--- src/rtl/seg_scan_driver_pkg.sv ---
// Shared constants for the multiplexed 7-segment scan driver:
// active-low segment codes ({g,f,e,d,c,b,a}), blank code and scan-phase helpers.
package seg_scan_driver_pkg;

    typedef logic [6:0] seg_t;

    // Active-low hex glyphs, bit order {g,f,e,d,c,b,a}
    localparam seg_t SEG_HEX_0 = 7'h40;
    localparam seg_t SEG_HEX_1 = 7'h79;
    localparam seg_t SEG_HEX_2 = 7'h24;
    localparam seg_t SEG_HEX_3 = 7'h30;
    localparam seg_t SEG_HEX_4 = 7'h19;
    localparam seg_t SEG_HEX_5 = 7'h12;
    localparam seg_t SEG_HEX_6 = 7'h02;
    localparam seg_t SEG_HEX_7 = 7'h78;
    localparam seg_t SEG_HEX_8 = 7'h00;
    localparam seg_t SEG_HEX_9 = 7'h10;
    localparam seg_t SEG_HEX_A = 7'h08;
    localparam seg_t SEG_HEX_B = 7'h03;
    localparam seg_t SEG_HEX_C = 7'h46;
    localparam seg_t SEG_HEX_D = 7'h21;
    localparam seg_t SEG_HEX_E = 7'h06;
    localparam seg_t SEG_HEX_F = 7'h0E;
    localparam seg_t SEG_BLANK = 7'h7F;

    // Phase 3 is the first phase of every digit slot and is always dark,
    // so ghosting from the previous digit never bleeds into the next one.
    localparam logic [1:0] PHASE_GUARD  = 2'd3;
    localparam logic [1:0] PHASE_TOP    = 2'd3;
    localparam logic [1:0] BRIGHT_RESET = 2'd1;

    // A phase is lit when it is not the guard phase and lies within the
    // 'bright' phases immediately following the guard (counting down).
    function automatic logic phase_lit(input logic [1:0] phase, input logic [1:0] bright);
        phase_lit = (phase != PHASE_GUARD) && (phase >= (PHASE_TOP - bright));
    endfunction

endpackage

--- src/rtl/seg_scan_driver_hex_to_7seg.sv ---
// Combinational hex nibble to active-low 7-segment decoder.
module hex_to_7seg (
    input  logic [3:0] nibble,
    output logic [6:0] seg_n
);
    import seg_scan_driver_pkg::*;

    // Glyph lookup; unreachable default keeps the display dark.
    always_comb begin
        seg_n = SEG_BLANK;
        case (nibble)
            4'h0:    seg_n = SEG_HEX_0;
            4'h1:    seg_n = SEG_HEX_1;
            4'h2:    seg_n = SEG_HEX_2;
            4'h3:    seg_n = SEG_HEX_3;
            4'h4:    seg_n = SEG_HEX_4;
            4'h5:    seg_n = SEG_HEX_5;
            4'h6:    seg_n = SEG_HEX_6;
            4'h7:    seg_n = SEG_HEX_7;
            4'h8:    seg_n = SEG_HEX_8;
            4'h9:    seg_n = SEG_HEX_9;
            4'hA:    seg_n = SEG_HEX_A;
            4'hB:    seg_n = SEG_HEX_B;
            4'hC:    seg_n = SEG_HEX_C;
            4'hD:    seg_n = SEG_HEX_D;
            4'hE:    seg_n = SEG_HEX_E;
            4'hF:    seg_n = SEG_HEX_F;
            default: seg_n = SEG_BLANK;
        endcase
    end

endmodule

--- src/rtl/seg_scan_driver.sv ---
// Multiplexed 7-segment scan driver. A prescaler produces scan ticks; a
// down-counting scan counter walks 4 phases per digit, highest digit first.
// Displayed data and brightness are double-buffered and swap only at the
// frame wrap so a frame never shows a mix of old and new digits.
module seg_scan_driver #(
    parameter int NUM_DIGITS = 4,
    parameter int TICK_DIV   = 1024
) (
    input  logic                    clk,
    input  logic                    reset,
    input  logic                    en,
    input  logic                    load,
    input  logic [4*NUM_DIGITS-1:0] data_in,
    input  logic [1:0]              brightness,
    output logic [NUM_DIGITS-1:0]   an,
    output logic [6:0]              seg,
    output logic                    frame_done
);
    import seg_scan_driver_pkg::*;

    localparam int SCAN_N  = 4 * NUM_DIGITS;
    localparam int SCAN_W  = $clog2(SCAN_N);
    localparam int DIG_W   = SCAN_W - 2;
    localparam int PRESC_W = (TICK_DIV > 1) ? $clog2(TICK_DIV) : 1;
    localparam int DATA_W  = 4 * NUM_DIGITS;

    localparam logic [SCAN_W-1:0]  SCAN_MAX  = SCAN_W'(SCAN_N - 1);
    localparam logic [SCAN_W-1:0]  SCAN_ZERO = {SCAN_W{1'b0}};
    localparam logic [PRESC_W-1:0] PRESC_MAX = PRESC_W'(TICK_DIV - 1);
    localparam logic [PRESC_W-1:0] PRESC_ZERO = {PRESC_W{1'b0}};

    logic [PRESC_W-1:0]    presc_q,   presc_d;
    logic [SCAN_W-1:0]     scan_q,    scan_d;
    logic [DATA_W-1:0]     pend_q,    pend_d;
    logic                  flag_q,    flag_d;
    logic [DATA_W-1:0]     shadow_q,  shadow_d;
    logic [1:0]            bright_q,  bright_d;
    logic [NUM_DIGITS-1:0] an_q,      an_d;
    logic [6:0]            seg_q,     seg_d;
    logic                  fdone_q,   fdone_d;

    logic                  tick_s;
    logic                  wrap_s;
    logic [DIG_W-1:0]      digit_s;
    logic [1:0]            phase_s;
    logic [3:0]            nibble_s;
    logic [6:0]            glyph_s;
    logic                  lit_s;

    assign digit_s  = scan_q[SCAN_W-1:2];
    assign phase_s  = scan_q[1:0];
    assign nibble_s = shadow_q[{digit_s, 2'b00} +: 4];
    assign lit_s    = phase_lit(phase_s, bright_q);

    hex_to_7seg u_hex (
        .nibble (nibble_s),
        .seg_n  (glyph_s)
    );

    // Tick generation: prescaler only runs while scanning is enabled.
    always_comb begin
        tick_s = 1'b0;
        wrap_s = 1'b0;
        if (en && (presc_q == PRESC_ZERO)) begin
            tick_s = 1'b1;
            wrap_s = (scan_q == SCAN_ZERO);
        end else begin
            tick_s = 1'b0;
            wrap_s = 1'b0;
        end
    end

    // Next-state for prescaler, scan counter and the double-buffered data.
    always_comb begin
        presc_d  = presc_q;
        scan_d   = scan_q;
        pend_d   = pend_q;
        flag_d   = flag_q;
        shadow_d = shadow_q;
        bright_d = bright_q;

        if (!en) begin
            presc_d = presc_q;
        end else if (tick_s) begin
            presc_d = PRESC_MAX;
        end else begin
            presc_d = presc_q - PRESC_W'(1);
        end

        if (!tick_s) begin
            scan_d = scan_q;
        end else if (scan_q == SCAN_ZERO) begin
            scan_d = SCAN_MAX;
        end else begin
            scan_d = scan_q - SCAN_W'(1);
        end

        // Loads are accepted regardless of en; last one before the wrap wins.
        if (load) begin
            pend_d = data_in;
            flag_d = 1'b1;
        end else begin
            pend_d = pend_q;
            flag_d = flag_q;
        end

        // Frame boundary: publish pending data and latch brightness.
        // A load landing on the wrap tick goes straight to the shadow.
        if (wrap_s) begin
            bright_d = brightness;
            flag_d   = 1'b0;
            if (load) begin
                shadow_d = data_in;
            end else if (flag_q) begin
                shadow_d = pend_q;
            end else begin
                shadow_d = shadow_q;
            end
        end else begin
            bright_d = bright_q;
            shadow_d = shadow_q;
        end
    end

    // Output decode from the current scan position, registered next edge.
    always_comb begin
        an_d    = {NUM_DIGITS{1'b1}};
        seg_d   = SEG_BLANK;
        fdone_d = wrap_s;
        if (en && lit_s) begin
            an_d[digit_s] = 1'b0;
            seg_d         = glyph_s;
        end else begin
            an_d  = {NUM_DIGITS{1'b1}};
            seg_d = SEG_BLANK;
        end
    end

    // State and output registers with synchronous reset.
    always_ff @(posedge clk) begin
        if (reset) begin
            presc_q  <= PRESC_MAX;
            scan_q   <= SCAN_MAX;
            pend_q   <= {DATA_W{1'b0}};
            flag_q   <= 1'b0;
            shadow_q <= {DATA_W{1'b0}};
            bright_q <= BRIGHT_RESET;
            an_q     <= {NUM_DIGITS{1'b1}};
            seg_q    <= SEG_BLANK;
            fdone_q  <= 1'b0;
        end else begin
            presc_q  <= presc_d;
            scan_q   <= scan_d;
            pend_q   <= pend_d;
            flag_q   <= flag_d;
            shadow_q <= shadow_d;
            bright_q <= bright_d;
            an_q     <= an_d;
            seg_q    <= seg_d;
            fdone_q  <= fdone_d;
        end
    end

    assign an         = an_q;
    assign seg        = seg_q;
    assign frame_done = fdone_q;

endmodule
--- config.mk ---
export PLATFORM = sky130hd
export DESIGN_NAME = seg_scan_driver
export DESIGN_NICKNAME = d
export VERILOG_FILES = /design/src/rtl/seg_scan_driver_pkg.sv /design/src/rtl/seg_scan_driver_hex_to_7seg.sv /design/src/rtl/seg_scan_driver.sv
export SDC_FILE = /design/constraint.sdc
export NUM_CORES = 1
export LEC_CHECK = 0
export CELL_PAD_IN_SITES_DETAIL_PLACEMENT = 1
export CELL_PAD_IN_SITES_GLOBAL_PLACEMENT = 2
export CORE_MARGIN = 5
export CORE_UTILIZATION = 32
export DETAILED_ROUTE_END_ITERATION = 8
export PLACE_DENSITY = 0.84
export SLEW_MARGIN = 10
export SYNTH_ARGS = -nofsm -noshare
export SYNTH_HDL_FRONTEND = slang
export SYNTH_HIERARCHICAL = 1
export SYNTH_SLANG_ARGS = --single-unit
--- constraint.sdc ---
create_clock -name clk -period 2.66 [get_ports clk]
set_clock_uncertainty 0.2 [all_clocks]
set_input_delay 0.665 -clock clk [delete_from_list [all_inputs] [get_ports clk]]
set_output_delay 0.665 -clock clk [all_outputs]
set_load 0.02 [all_outputs]
==> flow_summary.yaml, run 1 <==
synth:
  synth-seq-cells: 61
  synth.distinct_cells: 46
  synth.area.top_cells: "dfxtp_1 (43%), mux2i_1 (7.8%), ha_1 (6.2%)"
  yosys.area.top_type: "dfxtp_1"
  yosysWarnings: 6
  synth_xor_area_frac: 0.0124
  synth_fp_nets: 304
  synth_top_family_by_area: "multiplexers"
  yosysSeqAreaShare: 0.434
  synth_fa_ha_area_frac: 0.0622
  synth_cells: 268
  syn_avg_cell_area_um2: 10.5
  synth_mux_area_frac: 0.196
  synth_compound_area_frac: 0.0533
  synth-simple-area-share: 0.194
  synth_area_mm2: 0.00282
  synthDominantCellAreaShare: 0.434
grt:
  grt_pass1_vias: 2078
  grt_overflow: 0
  grt_pass1_wl_um: 10000
  grt_max_degree: 33
  grt_use_total: 0.113
  antenna_found_initial: 0
routing:
  drc: 0
  drtIter0Drc: 53
  routed.top_layer: "met4"
  post_drt_wl_per_cell_um: 14.0
  routed_wl_um: 5950
  num_vias: 1994
  met3_length_um: 238
  drt_pre_antenna_iters: 4
  antenna_left: 0
  wl_met1_um: 2780
  via_per_inst: 4.70
  wl_met2_um: 2850
floorplan:
  die_h_um: 104
  start_util: 0.326
  num_rows: 34
  core-area_mm2: 0.00864
  dieWidth_um: 104
  ios: 34
  die_area_mm2: 0.0108
power_and_ir_drop:
  pwr-share-comb: 0.056
  switchingPower_uw: 405
  clockPowerShare: 0.406
  irDropWorstVdd_uv: 167
  total_power_uw: 1740
  p_int_uw: 1340
  static-leakage-power_uw: 0.00144
  power_density_mw_per_mm2: 505
  power_frac_seq: 0.539
  switching_share: 0.233
finish:
  diodes: 0
  post-route-cell-area_mm2: 0.00345
  drive_gt1_frac: 0.180
  area_growth_pct: 22.5
  nets: 348
setup_path:
  cp-end-kind: "register"
  path_class: "in2reg"
  rr_endpoint: "shadow_q[7]"
  reg2reg_slack_ns: 0.25
  cp-start-kind: "primary input"
  worstPathRequired_ns: 2.69
  worstPathArrival_ns: 2.52
  critPathMaxFanout: 16
  ff2ff_path_depth: 6
  r2r_start: "presc_q[1]"
cts:
  ctsHoldBuffers: 0
  clkSinkCount: 61
  cts_tree: "yes"
  postCtsSetupBuffers: 0
  post_cts_resized: 0
  cts_inserted_buffers: 9
  worst_setup_hold_path_clk_slew_ns: 0.07
  clk_latency_ns: 0.33
  htree_levels: 3
  clockBufferDepth: 2
  clockRootBuffer: "clkbuf_8"
place:
  postPlaceCellArea_mm2: 0.00328
  io_buffers: 33
  gp_congestion: 0.741
  hpwl_um: 4500
worst_hold_path:
  hold_start: "bright_q[0]"
  min_to: "bright_q[0]"
  hold_class: "reg2reg"
  hold_depth: 1
flow_run:
  maxCapViolations: 0
sta:
  period_share: 0.939
  slew_headroom: 0.645
  rsz0062_at_grt: "no"
  finalMaxSlewViolations: 0
  max_freq_mhz: 401
  setup_violations: 0
  setup_tns_ns: 0
  timing.final.crit_period_ns: 2.50
  tightestPinTransition_ns: 0.527
  final-hold-violation-count: 0
run_status:
  status: "completed"
[synthesized netlist by cell type, drive strengths merged]
cell and count:
a21oi 3, xor2 2, nor3 7, xnor2 2, dfxtp 61, nor3b 4
o22ai 2, mux2i 22, a221o 3, nand2b 10, nor2b 16, o21bai 2
nand4 1, or3 3, o2bb2ai 1, and3 2, and2 1, or4b 2
nand3b 1, a211o 3, nand4b 1, nand2 13, o21ai 7, or4 1
or3b 2, ha 14, nand3 7, buf 7, mux4 5, mux2 16
nor4b 1, nor4 1, nor2 27, clkbuf 6, inv 11, o211ai 1
[layout make-up]
type,count,area (µm²)
inverter,11,41.3
timing repair buffer,46,428
fill,984,5190
clock buffer,10,138
tap,108,135
sequential,61,1220
multi-input combinational,183,1460
clock inverter,5,27.5
[through the flow]
stage / util / cells / hold WS (ns) / setup WS [ns]
6_report: 0.399 / 424 / 0.299 / 0.163
5_1_grt: 0.399 / 424 / 0.318 / 0.0721
4_1_cts: 0.399 / 424 / 0.310 / 0.170
3_5_place_dp: 0.380 / 409 / 0.292 / -0.198
3_3_place_gp: 0.380 / 409 / 0.253 / -0.191
2_1_floorplan: - / 268 / 0.235 / 0.146
[power by group through the flow]
stage / combinational, µW / sequential [µW] / clock (µW)
2_1_floorplan: 52.0 / 957 / 0
3_3_place_gp: 97.8 / 958 / 0
3_5_place_dp: 98.5 / 958 / 0
4_1_cts: 99.3 / 938 / 737
5_1_grt: 108 / 939 / 775
6_report: 96.8 / 938 / 706
[flip-flops by register name (all words and copies together), names as in the netlist]
register,flops
shadow_q,16
an,4
pend_q,16
scan_q,4
frame_done,1
seg,7
flag_q,1
presc_q,10
bright_q,2
[critical path: stages]
cell	delay [ns]
clkdlybuf4s50_1	0.47
nor3b_2	0.20
nand2_1	0.11
or4b_4	0.72
mux2_4	0.34
[per-layer routing]
| layer | vias to the layer above | global-route usage |
|---|---|---|
| met2 | 34 | 0.179 |
| met1 | 941 | 0.141 |
| met3 | 11 | 0.0386 |
| li1 | 1008 | - |
| met5 | - | 0 |
| met4 | 0 | 0.0444 |
[layout by cell type (no fill, tap or decap), drive strengths merged, types with 4 or more instances in the layout]
master / count
mux2: 16
mux4: 5
clkinv: 4
nand3: 7
nor2b: 16
nand2b: 10
nor3: 7
clkdlybuf4s50: 33
clkbuf: 10
nor3b: 4
mux2i: 22
inv: 11
nor2: 27
ha: 14
dfxtp: 61
nand2: 13
buf: 13
o21ai: 7
[how the worst max path moves through the flow]
stage              start           to  depth (start not counted)
2_1_floorplan  scan_q[2]       seg[3]                          7
3_3_place_gp          en  shadow_q[5]                          5
3_5_place_dp          en  shadow_q[6]                          5
4_1_cts               en  shadow_q[6]                          5
5_1_grt               en    scan_q[2]                          6
6_report              en  shadow_q[7]                          5
[cells by family after synthesis]
logic type | after synthesis
and+or+nand+nor | 100
DFF | 61
muxes | 43
buffers and inverters | 24
AOI/OAI and AO/OA | 22
adders and majority gates | 14
xor gates and xnor gates | 4
(Power assumes the default switching activity.)
==> run 2, diff against run 1 <==
- CORE_UTILIZATION: 32 -> 36
- PLACE_DENSITY: 0.84 -> 0.88
- clock period: 2.66 -> 2.5 ns (I/O delays scaled with it)
==> run 2 against run 1 <==
- utilization increased by 6.0 points
- count of clock-buffer cells in the layout increased by 4
- register-to-register slack got worse by 0.12 ns
- worst setup slack got worse by 0.13 ns
- largest cell class unchanged
- largest power group unchanged
==> flow_summary.yaml, run 2 (same netlist as run 1, synthesis figures left out) <==
run_status:
  status: "completed"
setup_path:
  r2r_start: "presc_q[0]"
  ff2ff_path_depth: 6
  worstPathArrival_ns: 2.49
  worstPathRequired_ns: 2.52
  crit_chain: "clkdlybuf4s50_1, nor3b_2, nand2_2, or4b_4, mux2_4"
  cp_slowest_cell: "or4b_4"
  cp-end-kind: "register"
  rr_endpoint: "shadow_q[5]"
  path_class: "in2reg"
  cp-startpoint: "en"
  cp_slowest_stage_delay_ns: 0.65
  setup.worst_path.end: "shadow_q[5]"
  cp_num_buf_inv: 1
  cp_num_cells: 5
  path_delay_family: "simple AND/OR/NAND/NOR gates"
  critPathMaxFanout: 8
  reg2reg_slack_ns: 0.13
  cp-start-kind: "primary input"
sta:
  rsz0062_at_grt: "no"
  finalMaxSlewViolations: 0
  timing.final.crit_period_ns: 2.47
  max_freq_mhz: 405
  tightestPinTransition_ns: 0.544
  setup_violations: 0
  slew_headroom: 0.634
  final-hold-violation-count: 0
  period_share: 0.987
  setup_tns_ns: 0
cts:
  htree_levels: 3
  worst_setup_hold_path_clk_slew_ns: 0.06
  ctsHoldBuffers: 0
  clk_latency_ns: 0.33
  cts_inserted_buffers: 9
  clockBufferDepth: 2
  cts_tree: "yes"
  clockRootBuffer: "clkbuf_8"
  clkSinkCount: 61
finish:
  largest_registers: "pend_q x16, shadow_q x16, presc_q x10"
  drive_gt1_frac: 0.202
  diodes: 0
  nets: 354
  num-fill-cells: 891
  post-route-cell-area_mm2: 0.00353
  stdcell_count: 424
  layout_commonest_cell: "dfxtp_1"
  layout_common_cells: "dfxtp_1 (60), clkdlybuf4s50_1 (33), nor2_1 (26), mux2i_1 (22), buf_4 (17)"
  area_growth_pct: 25.3
grt:
  grt_use_total: 0.131
  grt_pass1_wl_um: 10100
  grt_max_degree: 26
  grt_overflow: 0
  grt_pass1_vias: 2074
  antenna_found_initial: 0
routing:
  post_drt_wl_per_cell_um: 14.4
  drtIter0Drc: 38
  drc: 0
  num_vias: 2028
  antenna_left: 0
  routed_wl_um: 6110
  drt_pre_antenna_iters: 4
  via_per_inst: 4.78
place:
  placed_cells: 408
  hpwl_um: 4490
  postPlaceCellArea_mm2: 0.00333
  io_buffers: 33
  gp_congestion: 0.805
floorplan:
  core-area_mm2: 0.00769
  die_area_mm2: 0.00969
  ios: 34
  start_util: 0.366
  num_rows: 32
  die_h_um: 98.4
  dieWidth_um: 98.4
power_and_ir_drop:
  pwr-share-comb: 0.057
  p_int_uw: 1490
  power_density_mw_per_mm2: 540
  clockPowerShare: 0.419
  irDropWorstVdd_uv: 240
  power_frac_seq: 0.524
  switching_share: 0.220
  switchingPower_uw: 420
  static-leakage-power_uw: 0.00148
flow_run:
  maxCapViolations: 0
worst_hold_path:
  hold_class: "reg2reg"
-- run 2: cell type report --
class,count,area (µm²),share of cell area
Clock inverter,1,5.00,0.00142
Sequential cell,61,1220,0.346
Clock buffer,14,173,0.0489
Multi-Input combinational cell,184,1480,0.420
Tap cell,102,128,0.0362
Inverter,11,41.3,0.0117
Timing Repair Buffer,51,478,0.135
-- run 2: metrics by stage --
step           hold slack, ns  total power, µW  setup WS, ns   util
2_1_floorplan           0.235             1070        0.0986      -
3_3_place_gp            0.252             1130        -0.324  0.433
3_5_place_dp            0.280             1130        -0.341  0.433
4_1_cts                 0.294             1930       0.00908  0.456
5_1_grt                 0.319             2000       0.00205  0.459
6_report                0.291             1910        0.0323  0.459
-- run 2: repair_timing --
action,in CTS,in global routing
buffers inserted,0,0
resized for setup,0,5
endpoints found under the setup margin,0,18
-- run 2: worst min-delay path by stage --
stage,startpoint,end,slack (ns),depth (start not counted)
after global routing,bright_q[0],bright_q[0],0.32,1
final,bright_q[0],bright_q[0],0.29,1
after global placement,bright_q[0],bright_q[0],0.25,1
after CTS,bright_q[0],bright_q[0],0.29,1
after floorplan,bright_q[0],bright_q[0],0.24,1
after detailed placement,bright_q[0],bright_q[0],0.28,1
-- run 2: power groups by stage --
stage	combinational (µW)	sequential, µW	clock (µW)
2_1_floorplan	55.3	1020	0
3_3_place_gp	107	1020	0
3_5_place_dp	110	1020	0
4_1_cts	111	998	823
5_1_grt	121	1000	875
6_report	109	998	799
-- run 2: metal layers --
metal	routed length (µm)	vias up	track usage
met4	85	0	0.0536
met2	2880	29	0.205
li1	-	1027	-
met5	0	-	0
met3	260	6	0.0446
met1	2880	966	0.164
==> run 3, diff against run 2 <==
- MAX_ROUTING_LAYER: default -> met4
==> run 3 against run 2 <==
- worst hold slack hardly changed
- sequential share of layout area hardly changed
- non-clock buffer count stayed put
- die area stayed put
- utilization hardly changed
- critical path type unchanged
- critical endpoint unchanged
- largest power group unchanged
==> flow_summary.yaml, run 3 (same netlist as run 1, synthesis figures left out) <==
floorplan:
  num_rows: 32
  dieWidth_um: 98.4
  die_area_mm2: 0.00969
  ios: 34
  start_util: 0.366
  core-area_mm2: 0.00769
  die_h_um: 98.4
power_and_ir_drop:
  switchingPower_uw: 422
  clockPowerShare: 0.420
  switching_share: 0.221
  power_frac_seq: 0.523
  pwr-share-comb: 0.057
  static-leakage-power_uw: 0.00148
  irDropWorstVdd_uv: 242
  power_density_mw_per_mm2: 541
  p_int_uw: 1490
finish:
  layout_commonest_cell: "dfxtp_1"
  post-route-cell-area_mm2: 0.00353
  diodes: 0
  drive_gt1_frac: 0.199
  nets: 354
  largest_registers: "pend_q x16, shadow_q x16, presc_q x10"
  stdcell_count: 424
  area_growth_pct: 25.2
  num-fill-cells: 889
  layout_common_cells: "dfxtp_1 (60), clkdlybuf4s50_1 (33), nor2_1 (26), mux2i_1 (22), buf_4 (17)"
place:
  placed_cells: 408
  hpwl_um: 4490
  postPlaceCellArea_mm2: 0.00333
  gp_congestion: 0.817
  io_buffers: 33
routing:
  via_per_inst: 4.79
  drtIter0Drc: 39
  routed_wl_um: 6090
  num_vias: 2033
  drt_pre_antenna_iters: 5
  post_drt_wl_per_cell_um: 14.4
  drc: 0
  antenna_left: 0
cts:
  clkSinkCount: 61
  htree_levels: 3
  cts_inserted_buffers: 9
  clockBufferDepth: 2
  clockRootBuffer: "clkbuf_8"
  ctsHoldBuffers: 0
  clk_latency_ns: 0.33
  post_cts_resized: 0
  postCtsSetupBuffers: 0
  worst_setup_hold_path_clk_slew_ns: 0.06
  cts_tree: "yes"
worst_hold_path:
  hold_start: "bright_q[0]"
  hold_class: "reg2reg"
grt:
  grt_use_total: 0.134
  grt_pass1_wl_um: 10100
  grt_overflow: 0
  grt_max_degree: 26
  grt_pass1_vias: 2063
  antenna_found_initial: 0
setup_path:
  critPathMaxFanout: 8
  worstPathRequired_ns: 2.52
  cp-end-kind: "register"
  cp-startpoint: "en"
  path_class: "in2reg"
  worstPathArrival_ns: 2.51
  r2r_start: "presc_q[0]"
  cp-start-kind: "primary input"
sta:
  period_share: 0.996
  final-hold-violation-count: 0
  tightestPinTransition_ns: 0.566
  setup_violations: 0
  finalMaxSlewViolations: 0
  timing.final.crit_period_ns: 2.49
  slew_headroom: 0.619
  max_freq_mhz: 401
run_status:
  status: "completed"
flow_run:
  maxCapViolations: 0
## run 3: cell types whose count changed in the layout (fill, tap and decap cells not counted)
cell     delta
nand2_1     +1
nand2_2     -1
## run 3: metrics by stage
| stage | worst slack, ns | setup TNS (ns) | power, µW | hold slack (ns) | utilization |
|---|---|---|---|---|---|
| after floorplan | 0.0986 | 0 | 1070 | 0.235 | - |
| after global placement | -0.324 | -6.57 | 1130 | 0.252 | 0.433 |
| after detailed placement | -0.341 | -6.99 | 1130 | 0.280 | 0.433 |
| after CTS | 0.00908 | 0 | 1930 | 0.294 | 0.456 |
| after global routing | -0.00434 | -0.00434 | 2000 | 0.319 | 0.459 |
| final | 0.00918 | 0 | 1910 | 0.291 | 0.459 |
## run 3: worst paths after layout
path	slack (ns)	end	cells past startpoint
max	0.009	shadow_q[5]	5
min	0.29	bright_q[0]	1
max reg2reg	0.12	shadow_q[5]	6
min reg2reg	0.29	bright_q[0]	1
## run 3: worst max-delay path, stage by stage
cell and delay [ns]:
clkdlybuf4s50_1 0.50, nor3b_2 0.20, nand2_1 0.18, or4b_4 0.67, mux2_4 0.34
## run 3: cell type report
class | count | area [µm²] | area share
Tap cell | 102 | 128 | 0.0362
Clock inverter | 1 | 5.00 | 0.00142
Sequential cell | 61 | 1220 | 0.347
Inverter | 11 | 41.3 | 0.0117
Multi-Input combinational cell | 184 | 1480 | 0.419
Timing Repair Buffer | 51 | 478 | 0.136
Clock buffer | 14 | 173 | 0.0490
## run 3: layer usage
| metal | GRT usage | wire length (µm) |
|---|---|---|
| met1 | 0.167 | 2900 |
| met2 | 0.205 | 2890 |
| met3 | 0.0432 | 221 |
| met4 | 0.0504 | 72 |
| met5 | - | 0 |
## run 3: power groups by stage
| stage | logic (µW) | registers [µW] | clock network (µW) |
|---|---|---|---|
| after floorplan | 55.3 | 1020 | 0 |
| after global placement | 107 | 1020 | 0 |
| after detailed placement | 110 | 1020 | 0 |
| after CTS | 111 | 998 | 823 |
| after global routing | 121 | 1000 | 875 |
| final | 109 | 998 | 801 |
